<file path="src/rtl/ksa23_limb_seq.sv">
// Serial multi-limb adder: streams 23-bit limb pairs LS-first through a Kogge-Stone core, chaining carry; 1-cycle latency.
// Optional KSA_LIMB_CIN_EN adds in_cin to seed the first-limb carry; in_ready drops while an output is held unaccepted.

module UBPriKSA_22_0 (
  input  logic [22:0] x_i,
  input  logic [22:0] y_i,
  input  logic        cin_i,
  output logic [22:0] sum_o,
  output logic        cout_o
);

  // Carry-in is folded into bit 0's generate so the prefix tree yields carries directly.
  function automatic logic [23:0] ks_add(input logic [22:0] a, input logic [22:0] b,
                                         input logic c0);
    logic [22:0] h;
    logic [22:0] g;
    logic [22:0] p;
    logic [22:0] gn;
    logic [22:0] pn;
    int          d;
    h    = a ^ b;
    g    = a & b;
    p    = h;
    g[0] = g[0] | (h[0] & c0);
    for (int s = 0; s < 5; s++) begin
      d  = 1 << s;
      gn = g;
      pn = p;
      for (int i = 0; i < 23 - d; i++) begin
        gn[i + d] = g[i + d] | (p[i + d] & g[i]);
        pn[i + d] = p[i + d] & p[i];
      end
      g = gn;
      p = pn;
    end
    return {g[22], h ^ {g[21:0], c0}};
  endfunction

  assign {cout_o, sum_o} = ks_add(x_i, y_i, cin_i);

endmodule

module ksa23_limb_seq #(
  parameter int IDX_W = 8
) (
  input  logic             clk,
  input  logic             rst_n,
  input  logic             in_valid,
  output logic             in_ready,
  input  logic [22:0]      in_x,
  input  logic [22:0]      in_y,
  input  logic             in_first,
  input  logic             in_last,
`ifdef KSA_LIMB_CIN_EN
  input  logic             in_cin,
`endif
  output logic             out_valid,
  input  logic             out_ready,
  output logic [22:0]      out_sum,
  output logic             out_last,
  output logic             out_cout,
  output logic [IDX_W-1:0] out_idx
);

  typedef enum logic {
    IDLE = 1'b0,
    RUN  = 1'b1
  } state_t;

  state_t             state_q, state_d;
  logic               carry_q, carry_d;
  logic [IDX_W-1:0]   idx_q, idx_d;
  logic               out_valid_q, out_valid_d;
  logic [22:0]        out_sum_q, out_sum_d;
  logic               out_last_q, out_last_d;
  logic               out_cout_q, out_cout_d;
  logic [IDX_W-1:0]   out_idx_q, out_idx_d;

  logic               accept;
  logic               is_first;
  logic               first_cin;
  logic               cin_sel;
  logic [IDX_W-1:0]   cur_idx;
  logic [22:0]        core_sum;
  logic               core_cout;

`ifdef KSA_LIMB_CIN_EN
  assign first_cin = in_cin;
`else
  assign first_cin = 1'b0;
`endif

  assign in_ready = !out_valid_q || out_ready;
  assign accept   = in_valid && in_ready;
  // An explicit first limb aborts any open operation; a stray non-first limb in IDLE starts one.
  assign is_first = in_first || (state_q == IDLE);
  assign cin_sel  = is_first ? first_cin : carry_q;
  assign cur_idx  = is_first ? '0 : idx_q;

  UBPriKSA_22_0 u_core (
    .x_i    (in_x),
    .y_i    (in_y),
    .cin_i  (cin_sel),
    .sum_o  (core_sum),
    .cout_o (core_cout)
  );

  always_comb begin
    state_d     = state_q;
    carry_d     = carry_q;
    idx_d       = idx_q;
    out_valid_d = out_valid_q;
    out_sum_d   = out_sum_q;
    out_last_d  = out_last_q;
    out_cout_d  = out_cout_q;
    out_idx_d   = out_idx_q;
    if (accept) begin
      out_valid_d = 1'b1;
      out_sum_d   = core_sum;
      out_last_d  = in_last;
      out_cout_d  = in_last ? core_cout : 1'b0;
      out_idx_d   = cur_idx;
      if (in_last) begin
        state_d = IDLE;
        carry_d = 1'b0;
        idx_d   = '0;
      end else begin
        state_d = RUN;
        carry_d = core_cout;
        idx_d   = cur_idx + IDX_W'(1);
      end
    end else if (out_ready) begin
      out_valid_d = 1'b0;
    end
  end

  always_ff @(posedge clk or negedge rst_n) begin
    if (!rst_n) begin
      state_q     <= IDLE;
      carry_q     <= 1'b0;
      idx_q       <= '0;
      out_valid_q <= 1'b0;
      out_sum_q   <= '0;
      out_last_q  <= 1'b0;
      out_cout_q  <= 1'b0;
      out_idx_q   <= '0;
    end else begin
      state_q     <= state_d;
      carry_q     <= carry_d;
      idx_q       <= idx_d;
      out_valid_q <= out_valid_d;
      out_sum_q   <= out_sum_d;
      out_last_q  <= out_last_d;
      out_cout_q  <= out_cout_d;
      out_idx_q   <= out_idx_d;
    end
  end

  assign out_valid = out_valid_q;
  assign out_sum   = out_sum_q;
  assign out_last  = out_last_q;
  assign out_cout  = out_cout_q;
  assign out_idx   = out_idx_q;

endmodule

</file>
<file path="config.mk">
export PLATFORM = sky130hd
export DESIGN_NAME = ksa23_limb_seq
export DESIGN_NICKNAME = d
export VERILOG_FILES = /design/src/rtl/ksa23_limb_seq.sv
export SDC_FILE = /design/constraint.sdc
export NUM_CORES = 1
export LEC_CHECK = 0
export ABC_AREA = 1
export CORE_MARGIN = 3
export CORE_UTILIZATION = 35
export DETAILED_ROUTE_END_ITERATION = 8
export PLACE_DENSITY = 0.71
export SETUP_SLACK_MARGIN = 0.2
export SYNTH_ARGS = -nofsm -noshare
export SYNTH_HDL_FRONTEND = slang
export SYNTH_HIERARCHICAL = 1
export SYNTH_SLANG_ARGS = --single-unit
</file>
<file path="constraint.sdc">
create_clock -name clk -period 3 [get_ports clk]
set_input_delay 0.3 -clock clk [delete_from_list [all_inputs] [get_ports clk]]
set_output_delay 0.3 -clock clk [all_outputs]
set_load 0.02 [all_outputs]
</file>
# --- After elaboration in Yosys (flattened, before gate mapping) ---
# Cells that the tools add are included.
totals:
  input_bits: 52
  elab_cells: 258
  regBits: 44
  out_inout_bits: 35
op_classes:
  n_bitwise: 236
  reduce_logical: 5
  mux: 8
  addsub: 1
ops:
  columns: ["cell", "n"]
  rows:
  - ["1-bit bitwise AND", 147]
  - ["1-bit OR", 85]
  - ["23-bit bitwise XOR", 2]
  - ["23-bit bitwise AND", 1]
  - ["8-bit 2-to-1 mux", 2]
  - ["8-bit by 1-bit adder with 8-bit output, second input constant", 1]
  - ["1-bit 2-to-1 mux", 6]
  - ["1-bit logical OR", 2]
  - ["2-bit nonzero test", 1]
  - ["1-bit logical AND", 1]
  - ["1-bit zero test", 1]
  - ["1-bit NOT", 1]

# --- Depth between registers and ports, before layout ---
depth:
  depth_word: 14
  depth_mapped: 18
  mapped_depth_nobuf: 18

# --- Cells and area by module ---
# The synthesis kept the hierarchy.
modules_own_cells:
  columns: ["mod", "cells_each", "area_per_inst_um2", "seq_area_each_um2", "instances"]
  rows:
  - ["ksa23_limb_seq", 217, 1845.5, 1101.1, 1]
  - ["UBPriKSA_22_0", 350, 1785.5, 0.0, 1]

# --- Worst setup path after synthesis ---
# No wires, ideal clock.
synth_path:
  kind: "register to register"
  from: "reg state_q"
  to: "reg out_sum_q[12] (netlist: out_sum[12])"
  t_required_ns: 2.884
  arrival_time_ns: 2.236
  stages_incl_launch_ff: 18
  setup_slack_ns: 0.647
  period_less_slack_ns: 2.353
  n_path_buf: 0
  setup_ns: 0.116
  cell_sequence: "dfrtp_1 inv_2 nor2_8 inv_2 nor2_1 inv_1 fa_1 fa_1 inv_1 nand3_1 nand3_2 nand3_1 nand2_2 nand2_1 nand3_1 nand2_1 nand2_1 nand2_1"
synth_via:
  elab_chain_cells: 12
synth_lines:
  columns: ["element", "line_no", "source"]
  rows:
  - ["start, declared", "70", "state_t state_q, state_d;"]
  - ["start signal, assigned", "148", "state_q <= state_d;"]
  - ["1-bit NOT", "96", "assign is_first = in_first || (state_q == IDLE);"]
  - ["1-bit logical OR", "96", null]
  - ["1-bit 2-to-1 mux", "97", "assign cin_sel = is_first ? first_cin : carry_q;"]
  - ["via cin_sel", "82", "logic cin_sel;"]
  - ["1-bit bitwise AND", "24", "g[0] = g[0] | (h[0] & c0);"]
  - ["1-bit OR", "24", null]
  - ["1-bit bitwise AND", "30", "gn[i + d] = g[i + d] | (p[i + d] & g[i]);"]
  - ["1-bit OR", "30", null]
  - ["1-bit bitwise AND", "30", null]
  - ["1-bit OR", "30", null]
  - ["1-bit bitwise AND", "30", null]
  - ["1-bit OR", "30", null]
  - ["23-bit bitwise XOR", "36", "return {g[22], h ^ {g[21:0], c0}};"]
  - ["via core_sum[12]", "84", "logic [22:0] core_sum;"]
  - ["end signal, assigned", "152", "out_sum_q <= out_sum_d;"]
  - ["end, declared", "74", "logic [22:0] out_sum_q, out_sum_d;"]
# The timed path passes the listed nets, and every way through them passes these cells.
# A chain may end at the register's enable or synchronous reset.

# --- Worst setup path after layout ---
layout_path:
  from: "in in_first"
  to: "reg out_sum_q[16] (netlist: out_sum[16])"
layout_via:
  elab_chain_cells: 13
layout_lines:
  columns: ["element", "line_no", "source"]
  rows:
  - ["start, declared", "52", "input logic in_first,"]
  - ["1-bit logical OR", "96", null]
  - ["1-bit 2-to-1 mux", "97", null]
  - ["via cin_sel", "82", null]
  - ["1-bit bitwise AND", "24", null]
  - ["1-bit OR", "24", null]
  - ["1-bit bitwise AND", "30", null]
  - ["1-bit OR", "30", null]
  - ["1-bit bitwise AND", "30", null]
  - ["1-bit OR", "30", null]
  - ["1-bit bitwise AND", "30", null]
  - ["1-bit OR", "30", null]
  - ["1-bit bitwise AND", "30", null]
  - ["1-bit OR", "30", null]
  - ["23-bit bitwise XOR", "36", null]
  - ["via core_sum[16]", "84", null]
# The timed path passes the listed nets, and every way through them passes these cells.

==> key figures <==
Final layout
  • Area Overhead vs Synth: 30.53%
  • Layout cells sized above 1: 0.1067
  • Leading cell type in the layout, fill and taps excluded: nand2_1
  • Fin area: 4740 sq um
  • Final Util: 0.4783
  • Fillers: 1,048
  • Most frequent cells in the layout: 249 x nand2_1, 86 x inv_1, 85 x clkdlybuf4s50_1
  • Diodes inserted: 0
  • Final Net Count: 731
  • Fin cells: 789

Route
  • DRC errors left: 0
  • Vias: 3,587
  • Initial DRC Count: 161
  • Vias per inst: 4.546
  • Final WL: 9229 um
  • Router iterations before antenna repair: 4
  • Antenna Nets Post-Route: 0
  • Avg WL per Cell: 11.70 um

Timing
  • Min cycle time layout: 2.569 ns
  • Count of pins over their slew limit: 0
  • Setup TNS: 0 ns
  • Fmax: 389.2 MHz
  • Fin. Hold Viols: 0
  • Slew margin rel.: 0.3509
  • Final WS setup: 0.4306 ns
  • Least-Margin Pin Slew: 0.9736 ns
  • Period utilisation layout: 0.8565
  • Tightest hold margin: 0.1558 ns
  • Final setup viols: 0
  • Setup Skew: 0.005638 ns
  • RSZ-0062 raised after global routing: no

Flow run
  • Max-cap violations: 0

Global routing
  • Total grt overflow: 0
  • First-pass GRT wire length: 15,530 um
  • Number of global-route vias before repair: 3,377
  • Largest net degree at the start of global routing: 45
  • Total GRT Usage: 0.1649
  • Initial antenna violation count: 0

Setup path
  • Critical Path End Type: flip-flop
  • Cells along the critical path: clkdlybuf4s50_1 > nor2_8 > inv_2 > nor2_1 > inv_1 > fa_1 > fa_1 > inv_1 > nand3_1 > nand3_2 > nand3_1 > nand2_2 > nand2_1 > nand3_1 > nand2_1 > nand2_1 > nand2_1
  • Crit path max fanout: 3
  • Crit path largest cell delay: 0.53 ns
  • Top Family by Delay on Critical Path: simple AND/OR/NAND/NOR gates
  • Worst Path Arrival: 2.76 ns
  • R2r setup slk: 0.44 ns
  • CP most frequent cell: nand2_1
  • Startpoint Class: input pin
  • CP max-delay cell: clkdlybuf4s50_1
  • Kind of critical path: input pin to flip-flop
  • Worst path buffer plus inverter count: 4
  • Critical Path RT: 3.19 ns

Place
  • Placed inst area: 4632 sq um
  • Dpl cells: 781
  • Final GP Congestion: 0.9142
  • Port bufs: 86
  • Pre-CTS WS: 0.1086 ns
  • HPWL after DPL: 7701 um

Logic synthesis
  • Cell Area, Synth: 3631 sq um
  • Synth Register Bits: 44
  • Largest cells by area after synthesis: dfrtp_1 30%, nand2_1 26%, inv_1 8.9%, ha_1 7.6%, nand3_1 4.3%
  • Post-synth cell types: 28
  • Syn Area/Cell: 6.404 sq um
  • Post-synth EDFFs: 0
  • Syn nets: 643
  • Yosys top cell area share: 0.3032
  • Ys async rst share: 1.000
  • Instance count of the mapped netlist: 567
  • Synth Warn #: 6
  • Top FF cell, synth: dfrtp_1
  • Dominant cell type by area after synthesis: dfrtp_1
  • Sequential area share after synthesis: 0.3032

Die
  • Width of the die: 107.9 um
  • Core ar.: 9910 sq um
  • Initial core utilization: 0.3664
  • Vert. Die Dim: 107.9 um
  • Core Rows: 36
  • Die Area: 11,630 sq um
  • # IOs: 87

Worst hold path
  • Hold crit path type: input pin to asynchronous set/reset pin

Clocking
  • CTS Hold Bufs: 0
  • Sink Count: 44
  • Post-CTS sizing: 0
  • Worst-skew pair later-pin latency: 0.30 ns
  • Setup bufs post-CTS: 0
  • Clk buf depth: 2
  • H-tree depth: 2
  • CTS Root Cell: clkbuf_8
  • TritonCTS clock tree: built
  • Clock slew at reported path FFs: 0.08 ns
  • Number of buffers created by CTS: 5

Pwr
  • P_int: 1.265 mW
  • Pwr Total: 1.982 mW
  • Power density cells: 418.2 nW/um^2
  • Leakage power: 2.571 nW
  • Sw frac: 0.3617
  • Psw: 0.7168 mW
  • Max IR drop VDD: 0.1857 mV
  • Logic gate share of total power: 0.407
  • Seq pwr share: 0.365
  • Clock network fraction of design power: 0.228

Outcome
  • Status: complete, no violations
[final timing paths]
| check | from | to | depth (start not counted) |
|---|---|---|---|
| worst max-delay path | in_first | out_sum[16] | 17 |
| worst min-delay path | rst_n | out_cout | 1 |
| worst max register to register | state_q | out_sum[16] | 17 |
| worst min register to register | out_sum[21] | out_sum[21] | 2 |
| max in group asynchronous | rst_n | idx_q[2] | 1 |
| min in group clk | out_sum[21] | out_sum[21] | 2 |
[power by group through the flow]
stage               registers (mW)  logic, mW  clock network (mW)
finish                       0.723      0.807               0.452
detailed placement           0.736      0.812                   0
CTS                          0.724      0.816               0.458
floorplan                    0.818      0.388                   0
global placement             0.734      0.805                   0
global route                 0.732      0.898               0.483
[registers in the layout, summed over array words and instances, names as in the netlist]
name / cells
state_q: 1
out_cout: 1
out_sum: 23
out_last: 1
idx_q: 8
out_valid: 1
out_idx: 8
carry_q: 1
[layer usage]
layer	wire length (um)	GRT usage	up-vias
met3	466	0.01980	7
met5	0	0	-
met1	4129	0.2069	1601
li1	-	-	1888
met2	4546	0.3033	91
met4	87	0.03156	0
[area by class of cell]
cell class	count	area [sq um]	area share
timing repair buffer	89	878.3	0.1853
inverter	100	375.4	0.07920
sequential	44	1101	0.2323
multi-input combinational	415	2111	0.4454
clock inverter	2	35.03	0.007392
tap	133	166.4	0.03511
clock buffer	6	72.57	0.01531
[synth_stat cells (3+ instances only)]
library cell and n:
inv_2 13, nand3_2 6, nand2_2 19, nand3_1 31, a21oi_1 9, o21ai_0 9
buf_2 5, nor2_1 25, nand2_1 249, nand4_1 7, nor3_1 3, ha_1 22
nor2_2 10, nor2_4 5, xor2_1 8, dfrtp_1 44, a21oi_2 3, inv_1 86
[cell families (layout without fill, tap and decap cells)]
| kind of cell | count (synthesis) | after routing | share of synthesized area |
|---|---|---|---|
| AND/OR/NAND/NOR | 358 | 358 | 0.4359 |
| XOR/XNOR | 9 | 9 | 0.02171 |
| adder cells (fa/ha/maj) | 24 | 24 | 0.08684 |
| AO/OA/AOI/OAI | 24 | 24 | 0.03687 |
| buffers and inverters | 108 | 197 | 0.1154 |
| flip-flops | 44 | 44 | 0.3032 |
Power figures use the tool's default switching activity.
